--- src/rtl/nfc_pkg.sv ---
// Shared constants and types for the NAND page-command scheduler.
package nfc_pkg;

    localparam logic OP_READ = 1'b0;
    localparam logic OP_PROG = 1'b1;

    localparam logic ID_A = 1'b0;
    localparam logic ID_B = 1'b1;

    typedef enum logic [2:0] {
        ST_IDLE      = 3'd0,
        ST_ISSUE     = 3'd1,
        ST_WAIT_DONE = 3'd2,
        ST_RETRY     = 3'd3,
        ST_RESP      = 3'd4
    } state_t;

    // The round-robin pointer always moves to the side that was not just served.
    function automatic logic other_id(input logic id);
        return ~id;
    endfunction

endpackage

--- src/rtl/nfc_op_scheduler_if.sv ---
// Job request, engine and response signals between the scheduler and its environment.
interface nfc_op_scheduler_if #(
    parameter int PAGE_W = 9
) ();

    logic              req_a_valid;
    logic              req_a_op;
    logic [PAGE_W-1:0] req_a_page;
    logic              req_a_ready;
    logic              req_b_valid;
    logic              req_b_op;
    logic [PAGE_W-1:0] req_b_page;
    logic              req_b_ready;
    logic              eng_start;
    logic              eng_op;
    logic [PAGE_W-1:0] eng_page;
    logic              eng_done;
    logic              eng_fail;
    logic              F_RB;
    logic              rsp_valid;
    logic              rsp_id;
    logic              rsp_ok;
    logic              rsp_timeout;
    logic              busy;

    // Environment side: requesters, engine status and flash ready/busy.
    modport master (
        output req_a_valid, req_a_op, req_a_page,
        output req_b_valid, req_b_op, req_b_page,
        output eng_done, eng_fail, F_RB,
        input  req_a_ready, req_b_ready,
        input  eng_start, eng_op, eng_page,
        input  rsp_valid, rsp_id, rsp_ok, rsp_timeout, busy
    );

    // Scheduler side.
    modport slave (
        input  req_a_valid, req_a_op, req_a_page,
        input  req_b_valid, req_b_op, req_b_page,
        input  eng_done, eng_fail, F_RB,
        output req_a_ready, req_b_ready,
        output eng_start, eng_op, eng_page,
        output rsp_valid, rsp_id, rsp_ok, rsp_timeout, busy
    );

endinterface

--- src/rtl/nfc_rr_arb2.sv ---
// Two-way round-robin pick: a lone requester always wins, a tie goes to rr_ptr.
module nfc_rr_arb2
    import nfc_pkg::*;
(
    input  logic valid_a,
    input  logic valid_b,
    input  logic rr_ptr,
    output logic gnt_any,
    output logic gnt_id
);

    // Choose the winner among the currently valid requesters.
    always_comb begin
        gnt_any = valid_a | valid_b;
        if (valid_a && valid_b) begin
            gnt_id = rr_ptr;
        end else if (valid_b) begin
            gnt_id = ID_B;
        end else begin
            gnt_id = ID_A;
        end
    end

endmodule

--- src/rtl/nfc_op_scheduler.sv ---
// Shares one NAND page-command engine between requesters A and B, one job at a time,
// with ready/busy gating, a hung-engine timeout and bounded PROGRAM retries.
module nfc_op_scheduler
    import nfc_pkg::*;
#(
    parameter int PAGE_W    = 9,
    parameter int TIMEOUT   = 4096,
    parameter int MAX_RETRY = 2
) (
    input  logic                clk,
    input  logic                rst,
    nfc_op_scheduler_if.slave   bus
);

    localparam int TMO_W = $clog2(TIMEOUT) + 1;
    localparam int RTY_W = $clog2(MAX_RETRY + 1) + 1;

    state_t              state_r;
    state_t              state_n;

    logic                gnt_any_s;
    logic                gnt_id_s;
    logic                rr_ptr_r;

    logic                id_r;
    logic                op_r;
    logic [PAGE_W-1:0]   page_r;
    logic [TMO_W-1:0]    tmo_cnt_r;
    logic [RTY_W-1:0]    retry_cnt_r;
    logic                result_ok_r;
    logic                result_tmo_r;

    logic                latch_job_s;
    logic                tmo_clr_s;
    logic                tmo_inc_s;
    logic                retry_inc_s;
    logic                job_end_s;
    logic                set_result_s;
    logic                result_ok_s;
    logic                result_tmo_s;

    logic                req_a_ready_r;
    logic                req_b_ready_r;
    logic                eng_start_r;
    logic                rsp_valid_r;
    logic                rsp_id_r;
    logic                rsp_ok_r;
    logic                rsp_timeout_r;
    logic                busy_r;

    nfc_rr_arb2 u_arb (
        .valid_a (bus.req_a_valid),
        .valid_b (bus.req_b_valid),
        .rr_ptr  (rr_ptr_r),
        .gnt_any (gnt_any_s),
        .gnt_id  (gnt_id_s)
    );

    // Next-state and per-state control strobes.
    always_comb begin
        state_n      = state_r;
        latch_job_s  = 1'b0;
        tmo_clr_s    = 1'b0;
        tmo_inc_s    = 1'b0;
        retry_inc_s  = 1'b0;
        job_end_s    = 1'b0;
        set_result_s = 1'b0;
        result_ok_s  = 1'b0;
        result_tmo_s = 1'b0;
        case (state_r)
            ST_IDLE: begin
                if (gnt_any_s && bus.F_RB) begin
                    latch_job_s = 1'b1;
                    state_n     = ST_ISSUE;
                end else begin
                    state_n = ST_IDLE;
                end
            end
            ST_ISSUE: begin
                tmo_clr_s = 1'b1;
                state_n   = ST_WAIT_DONE;
            end
            ST_WAIT_DONE: begin
                if (bus.eng_done) begin
                    if (bus.eng_fail && (op_r == OP_PROG) &&
                        (retry_cnt_r < RTY_W'(MAX_RETRY))) begin
                        retry_inc_s = 1'b1;
                        state_n     = ST_RETRY;
                    end else begin
                        set_result_s = 1'b1;
                        result_ok_s  = ~bus.eng_fail;
                        result_tmo_s = 1'b0;
                        state_n      = ST_RESP;
                    end
                end else if (tmo_cnt_r == TMO_W'(TIMEOUT - 1)) begin
                    set_result_s = 1'b1;
                    result_ok_s  = 1'b0;
                    result_tmo_s = 1'b1;
                    state_n      = ST_RESP;
                end else begin
                    tmo_inc_s = 1'b1;
                end
            end
            ST_RETRY: begin
                if (bus.F_RB) begin
                    state_n = ST_ISSUE;
                end else begin
                    state_n = ST_RETRY;
                end
            end
            ST_RESP: begin
                job_end_s = 1'b1;
                state_n   = ST_IDLE;
            end
            default: begin
                state_n = ST_IDLE;
            end
        endcase
    end

    // State register.
    always_ff @(posedge clk or posedge rst) begin
        if (rst) begin
            state_r <= ST_IDLE;
        end else begin
            state_r <= state_n;
        end
    end

    // Job latch and round-robin pointer; op/page stay put until the next grant.
    always_ff @(posedge clk or posedge rst) begin
        if (rst) begin
            id_r     <= ID_A;
            op_r     <= OP_READ;
            page_r   <= {PAGE_W{1'b0}};
            rr_ptr_r <= ID_A;
        end else begin
            if (latch_job_s) begin
                id_r   <= gnt_id_s;
                op_r   <= (gnt_id_s == ID_B) ? bus.req_b_op   : bus.req_a_op;
                page_r <= (gnt_id_s == ID_B) ? bus.req_b_page : bus.req_a_page;
            end
            if (job_end_s) begin
                rr_ptr_r <= other_id(id_r);
            end
        end
    end

    // Timeout and retry counters plus the captured job result.
    always_ff @(posedge clk or posedge rst) begin
        if (rst) begin
            tmo_cnt_r    <= {TMO_W{1'b0}};
            retry_cnt_r  <= {RTY_W{1'b0}};
            result_ok_r  <= 1'b0;
            result_tmo_r <= 1'b0;
        end else begin
            if (tmo_clr_s) begin
                tmo_cnt_r <= {TMO_W{1'b0}};
            end else if (tmo_inc_s) begin
                tmo_cnt_r <= tmo_cnt_r + TMO_W'(1);
            end
            if (job_end_s) begin
                retry_cnt_r <= {RTY_W{1'b0}};
            end else if (retry_inc_s) begin
                retry_cnt_r <= retry_cnt_r + RTY_W'(1);
            end
            if (set_result_s) begin
                result_ok_r  <= result_ok_s;
                result_tmo_r <= result_tmo_s;
            end
        end
    end

    // Registered outputs: pulses follow the ISSUE/RESP states, busy tracks the state.
    always_ff @(posedge clk or posedge rst) begin
        if (rst) begin
            req_a_ready_r <= 1'b0;
            req_b_ready_r <= 1'b0;
            eng_start_r   <= 1'b0;
            rsp_valid_r   <= 1'b0;
            rsp_id_r      <= 1'b0;
            rsp_ok_r      <= 1'b0;
            rsp_timeout_r <= 1'b0;
            busy_r        <= 1'b0;
        end else begin
            req_a_ready_r <= (state_r == ST_ISSUE) && (retry_cnt_r == {RTY_W{1'b0}}) && (id_r == ID_A);
            req_b_ready_r <= (state_r == ST_ISSUE) && (retry_cnt_r == {RTY_W{1'b0}}) && (id_r == ID_B);
            eng_start_r   <= (state_r == ST_ISSUE);
            rsp_valid_r   <= (state_r == ST_RESP);
            rsp_id_r      <= (state_r == ST_RESP) ? id_r         : 1'b0;
            rsp_ok_r      <= (state_r == ST_RESP) ? result_ok_r  : 1'b0;
            rsp_timeout_r <= (state_r == ST_RESP) ? result_tmo_r : 1'b0;
            busy_r        <= (state_n != ST_IDLE);
        end
    end

    assign bus.req_a_ready = req_a_ready_r;
    assign bus.req_b_ready = req_b_ready_r;
    assign bus.eng_start   = eng_start_r;
    assign bus.eng_op      = op_r;
    assign bus.eng_page    = page_r;
    assign bus.rsp_valid   = rsp_valid_r;
    assign bus.rsp_id      = rsp_id_r;
    assign bus.rsp_ok      = rsp_ok_r;
    assign bus.rsp_timeout = rsp_timeout_r;
    assign bus.busy        = busy_r;

endmodule

--- src/flat_wrapper.sv ---
// flat-port wrapper written by rule: the top's interface ports become plain ports
module nfc_op_scheduler_flat import nfc_pkg::*;
#(
    parameter int PAGE_W    = 9,
    parameter int TIMEOUT   = 4096,
    parameter int MAX_RETRY = 2
)
  (clk, rst, bus_req_a_valid, bus_req_a_op, bus_req_a_page, bus_req_b_valid, bus_req_b_op, bus_req_b_page, bus_eng_done, bus_eng_fail, bus_F_RB, bus_req_a_ready, bus_req_b_ready, bus_eng_start, bus_eng_op, bus_eng_page, bus_rsp_valid, bus_rsp_id, bus_rsp_ok, bus_rsp_timeout, bus_busy);
  nfc_op_scheduler_if #(.PAGE_W(PAGE_W)) bus_i ();
  input  logic clk;
  input  logic rst;
  input wire logic [$bits(bus_i.req_a_valid)-1:0] bus_req_a_valid;
  input wire logic [$bits(bus_i.req_a_op)-1:0] bus_req_a_op;
  input wire logic [$bits(bus_i.req_a_page)-1:0] bus_req_a_page;
  input wire logic [$bits(bus_i.req_b_valid)-1:0] bus_req_b_valid;
  input wire logic [$bits(bus_i.req_b_op)-1:0] bus_req_b_op;
  input wire logic [$bits(bus_i.req_b_page)-1:0] bus_req_b_page;
  input wire logic [$bits(bus_i.eng_done)-1:0] bus_eng_done;
  input wire logic [$bits(bus_i.eng_fail)-1:0] bus_eng_fail;
  input wire logic [$bits(bus_i.F_RB)-1:0] bus_F_RB;
  output wire logic [$bits(bus_i.req_a_ready)-1:0] bus_req_a_ready;
  output wire logic [$bits(bus_i.req_b_ready)-1:0] bus_req_b_ready;
  output wire logic [$bits(bus_i.eng_start)-1:0] bus_eng_start;
  output wire logic [$bits(bus_i.eng_op)-1:0] bus_eng_op;
  output wire logic [$bits(bus_i.eng_page)-1:0] bus_eng_page;
  output wire logic [$bits(bus_i.rsp_valid)-1:0] bus_rsp_valid;
  output wire logic [$bits(bus_i.rsp_id)-1:0] bus_rsp_id;
  output wire logic [$bits(bus_i.rsp_ok)-1:0] bus_rsp_ok;
  output wire logic [$bits(bus_i.rsp_timeout)-1:0] bus_rsp_timeout;
  output wire logic [$bits(bus_i.busy)-1:0] bus_busy;
  assign bus_i.req_a_valid = bus_req_a_valid;
  assign bus_i.req_a_op = bus_req_a_op;
  assign bus_i.req_a_page = bus_req_a_page;
  assign bus_i.req_b_valid = bus_req_b_valid;
  assign bus_i.req_b_op = bus_req_b_op;
  assign bus_i.req_b_page = bus_req_b_page;
  assign bus_i.eng_done = bus_eng_done;
  assign bus_i.eng_fail = bus_eng_fail;
  assign bus_i.F_RB = bus_F_RB;
  assign bus_req_a_ready = bus_i.req_a_ready;
  assign bus_req_b_ready = bus_i.req_b_ready;
  assign bus_eng_start = bus_i.eng_start;
  assign bus_eng_op = bus_i.eng_op;
  assign bus_eng_page = bus_i.eng_page;
  assign bus_rsp_valid = bus_i.rsp_valid;
  assign bus_rsp_id = bus_i.rsp_id;
  assign bus_rsp_ok = bus_i.rsp_ok;
  assign bus_rsp_timeout = bus_i.rsp_timeout;
  assign bus_busy = bus_i.busy;
  nfc_op_scheduler #(.PAGE_W(PAGE_W), .TIMEOUT(TIMEOUT), .MAX_RETRY(MAX_RETRY)) u_core (.clk(clk), .rst(rst), .bus(bus_i));
endmodule
--- config.mk ---
export PLATFORM = sky130hd
export DESIGN_NAME = nfc_op_scheduler_flat
export DESIGN_NICKNAME = d
export VERILOG_FILES = /design/src/rtl/nfc_pkg.sv /design/src/rtl/nfc_op_scheduler_if.sv /design/src/rtl/nfc_rr_arb2.sv /design/src/rtl/nfc_op_scheduler.sv /design/src/flat_wrapper.sv
export SDC_FILE = /design/constraint.sdc
export NUM_CORES = 1
export LEC_CHECK = 0
export CORE_MARGIN = 2
export CORE_UTILIZATION = 45
export DETAILED_ROUTE_END_ITERATION = 8
export PLACE_DENSITY = 0.81
export SLEW_MARGIN = 20
export SYNTH_ARGS = -nofsm -noshare
export SYNTH_HDL_FRONTEND = slang
export SYNTH_HIERARCHICAL = 1
export SYNTH_SLANG_ARGS = --single-unit
--- constraint.sdc ---
create_clock -name clk -period 2 [get_ports clk]
set_clock_uncertainty 0.05 [all_clocks]
set_input_delay 0.4 -clock clk [delete_from_list [all_inputs] [get_ports clk]]
set_output_delay 0.4 -clock clk [all_outputs]
set_load 0.01 [all_outputs]
==> run_results.csv <==
group,metric,value,unit
sta,fin_crit,1.98,ns
yosys,ys_warn_count,6,
drt,vias,1727,
floorplan,die_h,69.7,um
run_status,status,"finished, final reports clean",
clocking,cts.clk_slew.worst_paths,0.07,ns
finish,antenna_cells,0,
clocking,cts_buffers,5,
worst_setup_path,required,2.17,ns
global_route,grt_pass1_wl,7.39,mm
sta,setup_viol_count_final,0,
yosys,synth_edf_count,0,
clocking,cts_tree,"built",
sta,maxSlewViolCount,0,
sta,rsz0062_at_grt,"yes",
worst_setup_path,crit_path_start_kind,"input pin",
global_route,grt_util_all_layers,19.0,%
global_route,grt_pass1_vias,1641,
finish,utilization,66.6,%
floorplan,die_area,0.00486,mm^2
yosys,synth_mux_area_share,7.27,%
yosys,synthesis.nets,214,
worst_setup_path,cp_cell_sequence,"clkdlybuf4s50_1, nor4b_4, o2111ai_1, or4_1, a21oi_1",
floorplan,die_x,69.7,um
yosys,synth_cell_types,45,
clocking,htreeDepth,2,
finish,fin_area,0.00272,mm^2
placement,dpl.hpwl,3.24,mm
drt,drt_iter0_drc,111,
power,power,2.86,mW
hold_path,hold_class,"flop to flop",
drt,drc,0,
sta,post-route-period-util,99.0,%
placement,port_buffers,44,
yosys,syn_area_per_cell,10.6,um^2
yosys,synth_xor_area_share,0.450,%
sta,slew_headroom,66.2,%
placement,place_area,0.00262,mm^2
placement,gp_congestion,0.846,
yosys,synth_top_area_cell,"dfrtp_1",
global_route,overflow,0,
worst_setup_path,critPathBufInv,1,
clocking,cts_buffer_depth,2,
yosys,synth_top_family_by_area,"simple AND/OR/NAND/NOR gates",
power,p_per_area,1050,mW/mm^2
finish,drive_above_1_share,17.0,%
sta,hold_slack,0.430,ns
yosys,yosysTopAreaCellShare,52.8,%
job,cap_violations,0,
drt,ant_nets,0,
yosys,synth_compound_area_share,16.3,%
sta,finalHoldViolations,0,
floorplan,num_io_pins,45,
finish,fillCellCount,330,
drt,drt_pass1_iterations,4,
global_route,antenna_found_initial,0,
worst_setup_path,worstSetupPathType,"input pin to flop",
sta,tightest_slew,0.508,ns
worst_setup_path,slowest_stage,"or4_1",
drt,routed_wl,4.33,mm
drt,via_per_inst,5.59,
yosys,synth_fa_ha_area_share,1.93,%
clocking,insertion_delay,0.29,ns
finish,nNetsFinal,288,
yosys,yosys.area_share.simple,17.4,%
floorplan,start_util,47.6,%
yosys,synthArstFlopShare,100,%
floorplan,core_area,0.00409,mm^2
yosys,yosysSeqAreaShare,52.8,%
worst_setup_path,critPathMaxFanout,3,
worst_setup_path,crit_family,"simple AND/OR/NAND/NOR gates",
worst_setup_path,crit_arrival,2.15,ns
yosys,synthTopCellsByArea,"dfrtp_1, mux2i_1, o21ai_0, nand2_1, o31ai_1",
worst_setup_path,end_kind,"flop",
worst_setup_path,cpPeakStageDelay,0.51,ns
yosys,syn_area,0.00194,mm^2
yosys,synth-main-ff-cell,"dfrtp_1",
yosys,ys_ff_latch,41,
clocking,numClockSinks,41,
global_route,grt_max_degree,42,
power,ir_drop,0.635,mV
finish,syn_to_final_growth,39.9,%
yosys,netlist_instances,184,
sta,max_freq,505,MHz
clocking,root_buffer,"clkbuf_8",
power,leakage,1.22,nW
floorplan,rows,23,
drt,wl_per_cell,14.0,um
placed cells by master, fill, tap and decap left out, types with 4 or more instances in the layout:
cell	n
clkdlybuf4s50_1	44
dfrtp_1	41
buf_4	29
nand2_1	21
o21ai_0	17
mux2i_1	13
inv_1	9
a21oi_1	9
o31ai_1	7
nor2_1	6
clkbuf_8	5
nand3_1	4
or3_1	4
a31oi_1	4
area by class of cell:
class / instances / area, um^2 / area share [%]
Sequential cell: 41 / 1030 / 37.7
Multi-Input combinational cell: 127 / 853 / 31.4
Timing Repair Buffer: 73 / 658 / 24.2
Clock buffer: 6 / 72.6 / 2.67
Tap cell: 50 / 62.6 / 2.30
Inverter: 10 / 37.5 / 1.38
Clock inverter: 2 / 10.0 / 0.368
registers in the layout (all words and copies together) (netlist names), 3 cells and up:
signal               count
u_core/bus.eng_page      9
u_core/retry_cnt_r       3
u_core/state_r           3
u_core/tmo_cnt_r        13
cell usage after synthesis, types with 3 or more instances:
cell	count
dfrtp_1	41
or3_1	4
mux2i_1	13
a21oi_1	9
and2_1	3
inv_1	9
nand2_1	21
o31ai_1	7
ha_1	3
nor2_1	6
clkbuf_1	3
o21ai_0	17
nor3_1	3
a31oi_1	4
nand3_1	4
nand4_1	3
logic make-up after synthesis:
group           Yosys count
xor+xnor                  1
fa+ha+maj                 3
compound gates           49
simple gates             60
mux                      14
buf+inv                  16
flops                    41
final timing paths:
check                      slack (ns)                      to  depth (start not counted)                   start
max                              0.02    u_core/tmo_cnt_r[11]                          5            bus_eng_done
min                              0.43  u_core/bus.eng_page[8]                          2  u_core/bus.eng_page[8]
max reg2reg                      0.07         u_core/bus.busy                          5    u_core/tmo_cnt_r[11]
min reg2reg                      0.43  u_core/bus.eng_page[8]                          2  u_core/bus.eng_page[8]
max in group asynchronous        1.07       u_core/state_r[1]                          3                     rst
min in group asynchronous        0.49      u_core/result_ok_r                          3                     rst
worst min-delay path: stages (launching register included):
cell	delay [ns]
dfrtp_1	0.34
nand2_1	0.04
o21ai_0	0.06
stage by stage:
step           worst slack [ns]  instances  setup TNS, ns
3_3_place_gp             -0.154        300          -1.58
3_5_place_dp             -0.200        300          -2.04
6_report                 0.0192        309              0
2_1_floorplan             0.240        184              0
5_1_grt                 -0.0424        309        -0.0959
4_1_cts                  0.0230        308              0
report_power, final:
part	leakage [nW]	total [mW]	internal, mW	switching (mW)
sequential	0.536	1.19	1.05	0.144
combinational	0.643	1.16	0.590	0.570
clock	0.0450	0.505	0.241	0.264
timing repair:
action,CTS,global route
hold buffers,0,0
endpoints found under the setup margin,0,3
buffers inserted,0,1
gates resized for setup,0,1
metal layers:
layer	part of all wire [%]	up-vias	track usage, %
li1	-	814	-
met1	39	832	23.2
met2	50	73	31.4
met3	9.6	8	7.56
met4	1.2	0	5.13
met5	0	-	0
Power figures use the tool's default switching activity.
